**src/rtl/fpu_op_if.sv**
```systemverilog
// Request/response bundle between the FP issue stage, this responder and the external arithmetic unit.
// A request is presented with en held high while the responder is idle; the responder answers with
// a one-cycle ready pulse and y valid in that cycle. An external op gets a one-cycle ext_start with
// ext_op/ext_a/ext_b valid. Those fields stay stable until the unit answers with a one-cycle
// ext_valid carrying ext_y.
interface fpu_op_if;
    logic        en;
    logic [4:0]  ctl;
    logic [31:0] x1;
    logic [31:0] x2;
    logic [31:0] y;
    logic        ready;
    logic        ext_start;
    logic [4:0]  ext_op;
    logic [31:0] ext_a;
    logic [31:0] ext_b;
    logic [31:0] ext_y;
    logic        ext_valid;
    logic        err;

    modport slave (
        input  en, ctl, x1, x2, ext_y, ext_valid,
        output y, ready, ext_start, ext_op, ext_a, ext_b, err
    );

    modport master (
        output en, ctl, x1, x2, ext_y, ext_valid,
        input  y, ready, ext_start, ext_op, ext_a, ext_b, err
    );
endinterface

```
**src/rtl/fpu_op_responder.sv**
```systemverilog
// FPU request responder: sign/compare/halve ops are answered locally, arithmetic ops go to an external unit.
// Optional FPU_TIMEOUT_EN macro adds a WAIT watchdog that answers a quiet NaN with err after TIMEOUT cycles.
module fpu_op_responder #(
    parameter int TIMEOUT = 64
) (
    input  logic       clk,
    input  logic       rst,
    fpu_op_if.slave    bus,
    output logic [1:0] o_dbg_state
);

    typedef enum logic [1:0] {
        ST_IDLE  = 2'd0,
        ST_ISSUE = 2'd1,
        ST_WAIT  = 2'd2,
        ST_RESP  = 2'd3
    } state_t;

    state_t      r_state;
    state_t      w_next;
    logic [31:0] r_y;
    logic [4:0]  r_op;
    logic [31:0] r_a;
    logic [31:0] r_b;

    logic        w_accept;
    logic        w_is_ext;
    logic [31:0] w_local_y;
    logic        w_leave_wait;

    // Operand classification. Denormals are flushed, so any exponent of zero counts as zero.
    logic       w_a_sign;
    logic       w_b_sign;
    logic       w_a_zero;
    logic       w_b_zero;
    logic       w_a_nan;
    logic       w_b_nan;
    logic       w_mag_lt;
    logic       w_mag_gt;
    logic       w_eq;
    logic       w_lt;
    logic [7:0] w_a_exp;

    assign w_a_exp  = bus.x1[30:23];
    assign w_a_sign = bus.x1[31];
    assign w_b_sign = bus.x2[31];
    assign w_a_zero = (bus.x1[30:23] == 8'h00);
    assign w_b_zero = (bus.x2[30:23] == 8'h00);
    assign w_a_nan  = (bus.x1[30:23] == 8'hFF) && (bus.x1[22:0] != 23'd0);
    assign w_b_nan  = (bus.x2[30:23] == 8'hFF) && (bus.x2[22:0] != 23'd0);
    assign w_mag_lt = (bus.x1[30:0] < bus.x2[30:0]);
    assign w_mag_gt = (bus.x1[30:0] > bus.x2[30:0]);

    always_comb begin
        w_is_ext = 1'b0;
        case (bus.ctl)
            5'd0, 5'd1, 5'd2, 5'd3, 5'd4,
            5'd6, 5'd7, 5'd8, 5'd17, 5'd18: w_is_ext = 1'b1;
            default:                        w_is_ext = 1'b0;
        endcase
    end

    always_comb begin
        w_eq = 1'b0;
        w_lt = 1'b0;
        if (!w_a_nan && !w_b_nan) begin
            w_eq = (w_a_zero && w_b_zero) || (bus.x1 == bus.x2);
            if (w_a_zero && w_b_zero) begin
                w_lt = 1'b0;
            end else if (w_a_zero) begin
                w_lt = !w_b_sign;
            end else if (w_b_zero) begin
                w_lt = w_a_sign;
            end else if (w_a_sign != w_b_sign) begin
                w_lt = w_a_sign;
            end else if (!w_a_sign) begin
                w_lt = w_mag_lt;
            end else begin
                w_lt = w_mag_gt;
            end
        end
    end

    // Illegal codes fall into the default arm and answer zero.
    always_comb begin
        w_local_y = 32'd0;
        case (bus.ctl)
            5'd5: begin
                if (w_a_exp == 8'hFF) begin
                    w_local_y = bus.x1;
                end else if (w_a_exp <= 8'd1) begin
                    w_local_y = {w_a_sign, 31'd0};
                end else begin
                    w_local_y = {w_a_sign, w_a_exp - 8'd1, bus.x1[22:0]};
                end
            end
            5'd9:    w_local_y = {31'd0, w_eq};
            5'd10:   w_local_y = {31'd0, w_lt | w_eq};
            5'd11:   w_local_y = {1'b0, bus.x1[30:0]};
            5'd12:   w_local_y = {~bus.x1[31], bus.x1[30:0]};
            5'd13:   w_local_y = {31'd0, !w_a_nan && w_a_zero};
            5'd14:   w_local_y = {31'd0, !w_a_nan && !w_a_zero && !w_a_sign};
            5'd15:   w_local_y = {31'd0, !w_a_nan && !w_a_zero && w_a_sign};
            5'd16:   w_local_y = {31'd0, w_lt};
            default: w_local_y = 32'd0;
        endcase
    end

    assign w_accept = (r_state == ST_IDLE) && bus.en;

`ifdef FPU_TIMEOUT_EN
    localparam int CNT_W = (TIMEOUT < 2) ? 1 : $clog2(TIMEOUT + 1);

    logic [CNT_W-1:0] r_cnt;
    logic             r_err;
    logic             w_tmo;

    assign w_tmo        = (r_cnt == CNT_W'(TIMEOUT - 1));
    assign w_leave_wait = (r_state == ST_WAIT) && (bus.ext_valid || w_tmo);

    // The counter sits at zero outside WAIT so every WAIT entry starts a fresh window.
    always_ff @(posedge clk) begin
        if (rst || (r_state != ST_WAIT)) begin
            r_cnt <= '0;
        end else begin
            r_cnt <= r_cnt + 1'b1;
        end
    end

    always_ff @(posedge clk) begin
        if (rst) begin
            r_err <= 1'b0;
        end else if (w_leave_wait) begin
            r_err <= !bus.ext_valid;
        end else if (r_state == ST_RESP) begin
            r_err <= 1'b0;
        end
    end

    assign bus.err = r_err && (r_state == ST_RESP);
`else
    assign w_leave_wait = (r_state == ST_WAIT) && bus.ext_valid;
    assign bus.err      = 1'b0;
`endif

    always_comb begin
        w_next = r_state;
        case (r_state)
            ST_IDLE: begin
                if (bus.en) begin
                    w_next = w_is_ext ? ST_ISSUE : ST_RESP;
                end
            end
            ST_ISSUE: w_next = ST_WAIT;
            ST_WAIT: begin
                if (w_leave_wait) begin
                    w_next = ST_RESP;
                end
            end
            ST_RESP:  w_next = ST_IDLE;
            default:  w_next = ST_IDLE;
        endcase
    end

    always_ff @(posedge clk) begin
        if (rst) begin
            r_state <= ST_IDLE;
            r_y     <= 32'd0;
            r_op    <= 5'd0;
            r_a     <= 32'd0;
            r_b     <= 32'd0;
        end else begin
            r_state <= w_next;
            if (w_accept) begin
                r_op <= bus.ctl;
                r_a  <= bus.x1;
                r_b  <= bus.x2;
                if (!w_is_ext) begin
                    r_y <= w_local_y;
                end
            end
            if (w_leave_wait) begin
                r_y <= bus.ext_valid ? bus.ext_y : 32'h7FC0_0000;
            end
        end
    end

    assign bus.y         = r_y;
    assign bus.ready     = (r_state == ST_RESP);
    assign bus.ext_start = (r_state == ST_ISSUE);
    assign bus.ext_op    = r_op;
    assign bus.ext_a     = r_a;
    assign bus.ext_b     = r_b;
    assign o_dbg_state   = r_state;

endmodule

```
**src/flat_wrapper.sv**
```systemverilog
// flat-port wrapper written by rule: the top's interface ports become plain ports
module fpu_op_responder_flat 
#(
    parameter int TIMEOUT = 64
)
  (clk, rst, o_dbg_state, bus_en, bus_ctl, bus_x1, bus_x2, bus_ext_y, bus_ext_valid, bus_y, bus_ready, bus_ext_start, bus_ext_op, bus_ext_a, bus_ext_b, bus_err);
  fpu_op_if bus_i ();
  input  logic clk;
  input  logic rst;
  output logic [1:0] o_dbg_state;
  input wire logic [$bits(bus_i.en)-1:0] bus_en;
  input wire logic [$bits(bus_i.ctl)-1:0] bus_ctl;
  input wire logic [$bits(bus_i.x1)-1:0] bus_x1;
  input wire logic [$bits(bus_i.x2)-1:0] bus_x2;
  input wire logic [$bits(bus_i.ext_y)-1:0] bus_ext_y;
  input wire logic [$bits(bus_i.ext_valid)-1:0] bus_ext_valid;
  output wire logic [$bits(bus_i.y)-1:0] bus_y;
  output wire logic [$bits(bus_i.ready)-1:0] bus_ready;
  output wire logic [$bits(bus_i.ext_start)-1:0] bus_ext_start;
  output wire logic [$bits(bus_i.ext_op)-1:0] bus_ext_op;
  output wire logic [$bits(bus_i.ext_a)-1:0] bus_ext_a;
  output wire logic [$bits(bus_i.ext_b)-1:0] bus_ext_b;
  output wire logic [$bits(bus_i.err)-1:0] bus_err;
  assign bus_i.en = bus_en;
  assign bus_i.ctl = bus_ctl;
  assign bus_i.x1 = bus_x1;
  assign bus_i.x2 = bus_x2;
  assign bus_i.ext_y = bus_ext_y;
  assign bus_i.ext_valid = bus_ext_valid;
  assign bus_y = bus_i.y;
  assign bus_ready = bus_i.ready;
  assign bus_ext_start = bus_i.ext_start;
  assign bus_ext_op = bus_i.ext_op;
  assign bus_ext_a = bus_i.ext_a;
  assign bus_ext_b = bus_i.ext_b;
  assign bus_err = bus_i.err;
  fpu_op_responder #(.TIMEOUT(TIMEOUT)) u_core (.clk(clk), .rst(rst), .bus(bus_i), .o_dbg_state(o_dbg_state));
endmodule
```
**config.mk**
```make
export PLATFORM = sky130hd
export DESIGN_NAME = fpu_op_responder_flat
export DESIGN_NICKNAME = d
export VERILOG_FILES = /design/src/rtl/fpu_op_if.sv /design/src/rtl/fpu_op_responder.sv /design/src/flat_wrapper.sv
export SDC_FILE = /design/constraint.sdc
export NUM_CORES = 1
export LEC_CHECK = 0
export CELL_PAD_IN_SITES_DETAIL_PLACEMENT = 1
export CELL_PAD_IN_SITES_GLOBAL_PLACEMENT = 2
export CORE_MARGIN = 3
export CORE_UTILIZATION = 24
export CTS_BUF_LIST = sky130_fd_sc_hd__clkbuf_16
export CTS_CLUSTER_SIZE = 40
export DETAILED_ROUTE_END_ITERATION = 8
export GPL_TIMING_DRIVEN = 1
export PLACE_DENSITY = 0.92
export SYNTH_ARGS = -nofsm -noshare
export SYNTH_HDL_FRONTEND = slang
export SYNTH_SLANG_ARGS = --single-unit
```
**constraint.sdc**
```tcl
create_clock -name clk -period 2.9 [get_ports clk]
set_clock_uncertainty 0.2 [all_clocks]
set_input_delay 0.29 -clock clk [delete_from_list [all_inputs] [get_ports clk]]
set_output_delay 0.29 -clock clk [all_outputs]
set_load 0.005 [all_outputs]
```
==> flow_summary.json <==
{
  "run_status": "finished, final reports clean",
  "cts_setup_buffers": 0,
  "drv_slew": 0,
  "ys_dominant_reg_cell": "dfxtp_1",
  "postRouteAntennaNets": 0,
  "ys_ff_latch": 103,
  "r2r.worst_path.cells": 7,
  "avgRoutedWirePerCell_um": 18.94,
  "routed_wl_um": 22810,
  "rsz0062_at_grt": "false",
  "path_clk_slew_ps": 70,
  "dr.pass1.iters": 6,
  "htreeDepth": 3,
  "rows": 53,
  "synth_cells": 678,
  "fmax_ghz": 0.3719,
  "synth_cell_types": 54,
  "clockBufferDepth": 2,
  "hold_viol_final": 0,
  "die_w_um": 155.2,
  "portBuffers": 209,
  "synth_area_leaders": "dfxtp_1 (39%), nand2_1 (11%), ha_1 (10%)",
  "cp-end-kind": "flip-flop",
  "syn_area_um2": 5345,
  "instances_no_fill": 1204,
  "criticalPathCategory": "in2reg",
  "grt_pass1_wl_um": 35420,
  "start_kind": "primary input",
  "finalCritPeriodShare_pct": 92.73,
  "setup_viol_count_final": 0,
  "synth_commonest_cells": "nand2_1 (159), dfxtp_1 (103), a21oi_1 (88)",
  "drt_iter0_drc": 320,
  "pwr-share-seq_pct": 35.6,
  "io_pins": 211,
  "yosysMostFrequentCell": "nand2_1",
  "r2r_start": "u_core.o_dbg_state[0]",
  "p_sw_share_pct": 34.90,
  "initial_core_util_pct": 24.95,
  "postLayoutCoreUtil_pct": 39.34,
  "r2r_slack_ps": 550,
  "clock-sinks": 103,
  "fin_crit_ps": 2689,
  "yosysTopAreaCellShare_pct": 38.58,
  "vias_per_cell": 4.908,
  "num_vias": 5909,
  "rr_endpoint": "u_core.bus.y[27]",
  "antenna_found_initial": 0,
  "p_int_mw": 3.288,
  "crit_fanout": 3,
  "drc_errors": 0,
  "grt_max_degree": 80,
  "hold_slack_ps": 254.0,
  "synth_top_area_cell": "dfxtp_1",
  "area.growth.synth_to_final_pct": 57.63,
  "avgSynthCellArea_um2": 7.884,
  "yosysWarnings": 0,
  "critical_path_required_ps": 2960,
  "dp.cells": 1188,
  "p_comb_share_pct": 38.8,
  "syn_nets": 827,
  "async_flop_share_pct": 0,
  "nFillCells": 2549,
  "ys_seq_area_share_pct": 38.58,
  "power_frac_clock_pct": 25.6,
  "insertion_delay_ps": 350,
  "hp-start": "u_core.bus.ext_b[1]",
  "die_area_um2": 24100,
  "peakVddDrop_v": 0.0002519,
  "cts_root_buf": "clkbuf_16",
  "hpwl_um": 17550,
  "die_y_um": 155.2,
  "nets": 1073,
  "min_to": "u_core.bus.ext_b[1]",
  "hold_path_class": "reg2reg",
  "grt_pass1_vias": 6271,
  "synth_edf_count": 0,
  "diodes": 0,
  "holdPathStages": 2,
  "cts_tree": "done",
  "p_per_area_nw_per_um2": 599.3,
  "power_switching_mw": 1.762,
  "cap_violations": 0,
  "coreArea_um2": 21420,
  "worst_ep_arrival_time_ps": 2750,
  "grt_usage_pct": 18.64,
  "slew_headroom_pct": 38.25,
  "p_leak_nw": 3.333,
  "cts_made_buffers": 9,
  "gp_congestion": 0.8291,
  "drive_above_1_share_pct": 10.44,
  "grt-ovfl-total": 0,
  "tightest_slew_ps": 926.3
}
[layout by cell type, fill, tap and decap left out, types with 2 or more instances in the layout]
master and instances:
buf_4 69, o31a_1 2, or3_1 2, nand2_2 2, o21ai_0 18, o22ai_1 2
nor3b_1 3, o2111ai_1 2, nand3_1 7, o211ai_1 2, inv_1 41, a21oi_2 2
nor2b_1 6, a21oi_1 87, a31oi_1 2, nand2b_1 4, nor2_1 43, nand2_1 158
clkdlybuf4s50_1 208, mux2i_1 3, nor4_1 16, dfxtp_1 103, nand3b_1 3, clkbuf_16 9
and2_1 2, nor3_1 9, ha_1 44, a22o_1 2, and3_1 2, a211oi_1 5
o21a_1 3, a222oi_1 29, nand4_1 11, clkinv_4 2
[cell families (layout without fill, tap and decap cells)]
group / after synthesis / count (layout) / synth area share, %
buffers and inverters: 84 / 335 / 6.648
AND/OR/NAND/NOR: 273 / 273 / 22.47
other: 1 / 1 / 0.07016
adder cells (fa/ha/maj): 44 / 44 / 10.30
multiplexers: 3 / 3 / 0.5618
AO/OA/AOI/OAI: 169 / 169 / 21.21
XOR/XNOR: 1 / 1 / 0.1639
flip-flops: 103 / 103 / 38.58
[final cells by class]
type / instances / area (µm²) / area share, %
Timing Repair Buffer: 278 / 2620 / 31.10
Clock buffer: 9 / 225.2 / 2.673
Multi-Input combinational cell: 491 / 2942 / 34.91
Clock inverter: 7 / 78.83 / 0.9356
Inverter: 41 / 153.9 / 1.827
Sequential cell: 103 / 2062 / 24.47
Tap cell: 275 / 344.1 / 4.084
[worst max-delay path, stage by stage]
cell	delay, ps
clkdlybuf4s50_1	440
buf_4	180
nor4_1	410
buf_4	200
nand4_1	120
o21a_1	280
o41ai_1	290
a211oi_1	70
or3_1	370
o31ai_1	80
[power by group through the flow]
stage	clock network, mW	registers, mW	logic [mW]
2_1_floorplan	0	1.83	0.867
3_3_place_gp	0	1.82	1.93
3_5_place_dp	0	1.83	1.98
4_1_cts	1.34	1.80	1.99
5_1_grt	1.40	1.84	2.17
6_report	1.29	1.80	1.96
[metal layers]
| metal | up-vias | GRT usage [%] | wire length (µm) |
|---|---|---|---|
| li1 | 2872 | - | - |
| met1 | 2852 | 23.82 | 10020 |
| met2 | 169 | 32.18 | 11270 |
| met3 | 16 | 4.784 | 1317 |
| met4 | 0 | 3.251 | 210 |
| met5 | - | 0 | 0 |
[per-stage QoR]
step           worst slack [ps]  setup TNS [ps]  instance area [µm²]  total power [mW]
2_1_floorplan             548.3               0                 5345             2.698
3_3_place_gp             -24.66          -281.2                 8115             3.759
3_5_place_dp             -155.3           -2801                 8115             3.814
4_1_cts                   197.1               0                 8419             5.138
5_1_grt                   35.43               0                 8426             5.403
6_report                  211.0               0                 8426             5.050
[flip-flops by register name, summed over array words and instances (netlist names)]
name / cells
u_core.bus.y: 32
u_core.o_dbg_state: 2
u_core.bus.ext_b: 32
u_core.bus.ext_a: 32
u_core.bus.ext_op: 5
[how the worst max path moves through the flow]
stage,start,to,slack (ps),depth (start not counted)
floorplan,bus_ctl[1],u_core.bus.y[14],550,9
global placement,bus_ctl[1],u_core.bus.y[8],-20,10
detailed placement,bus_ctl[1],u_core.bus.y[5],-160,10
CTS,bus_ctl[1],u_core.bus.y[5],200,10
global route,bus_x1[22],u_core.bus.y[0],40,10
finish,bus_x1[22],u_core.bus.y[0],210,10
[repair_timing]
item                       CTS  global route
gates resized for setup      0             1
setup endpoints to repair    0             1
hold buffers                 0             0
No activity file was read; power rests on OpenSTA's default activity.
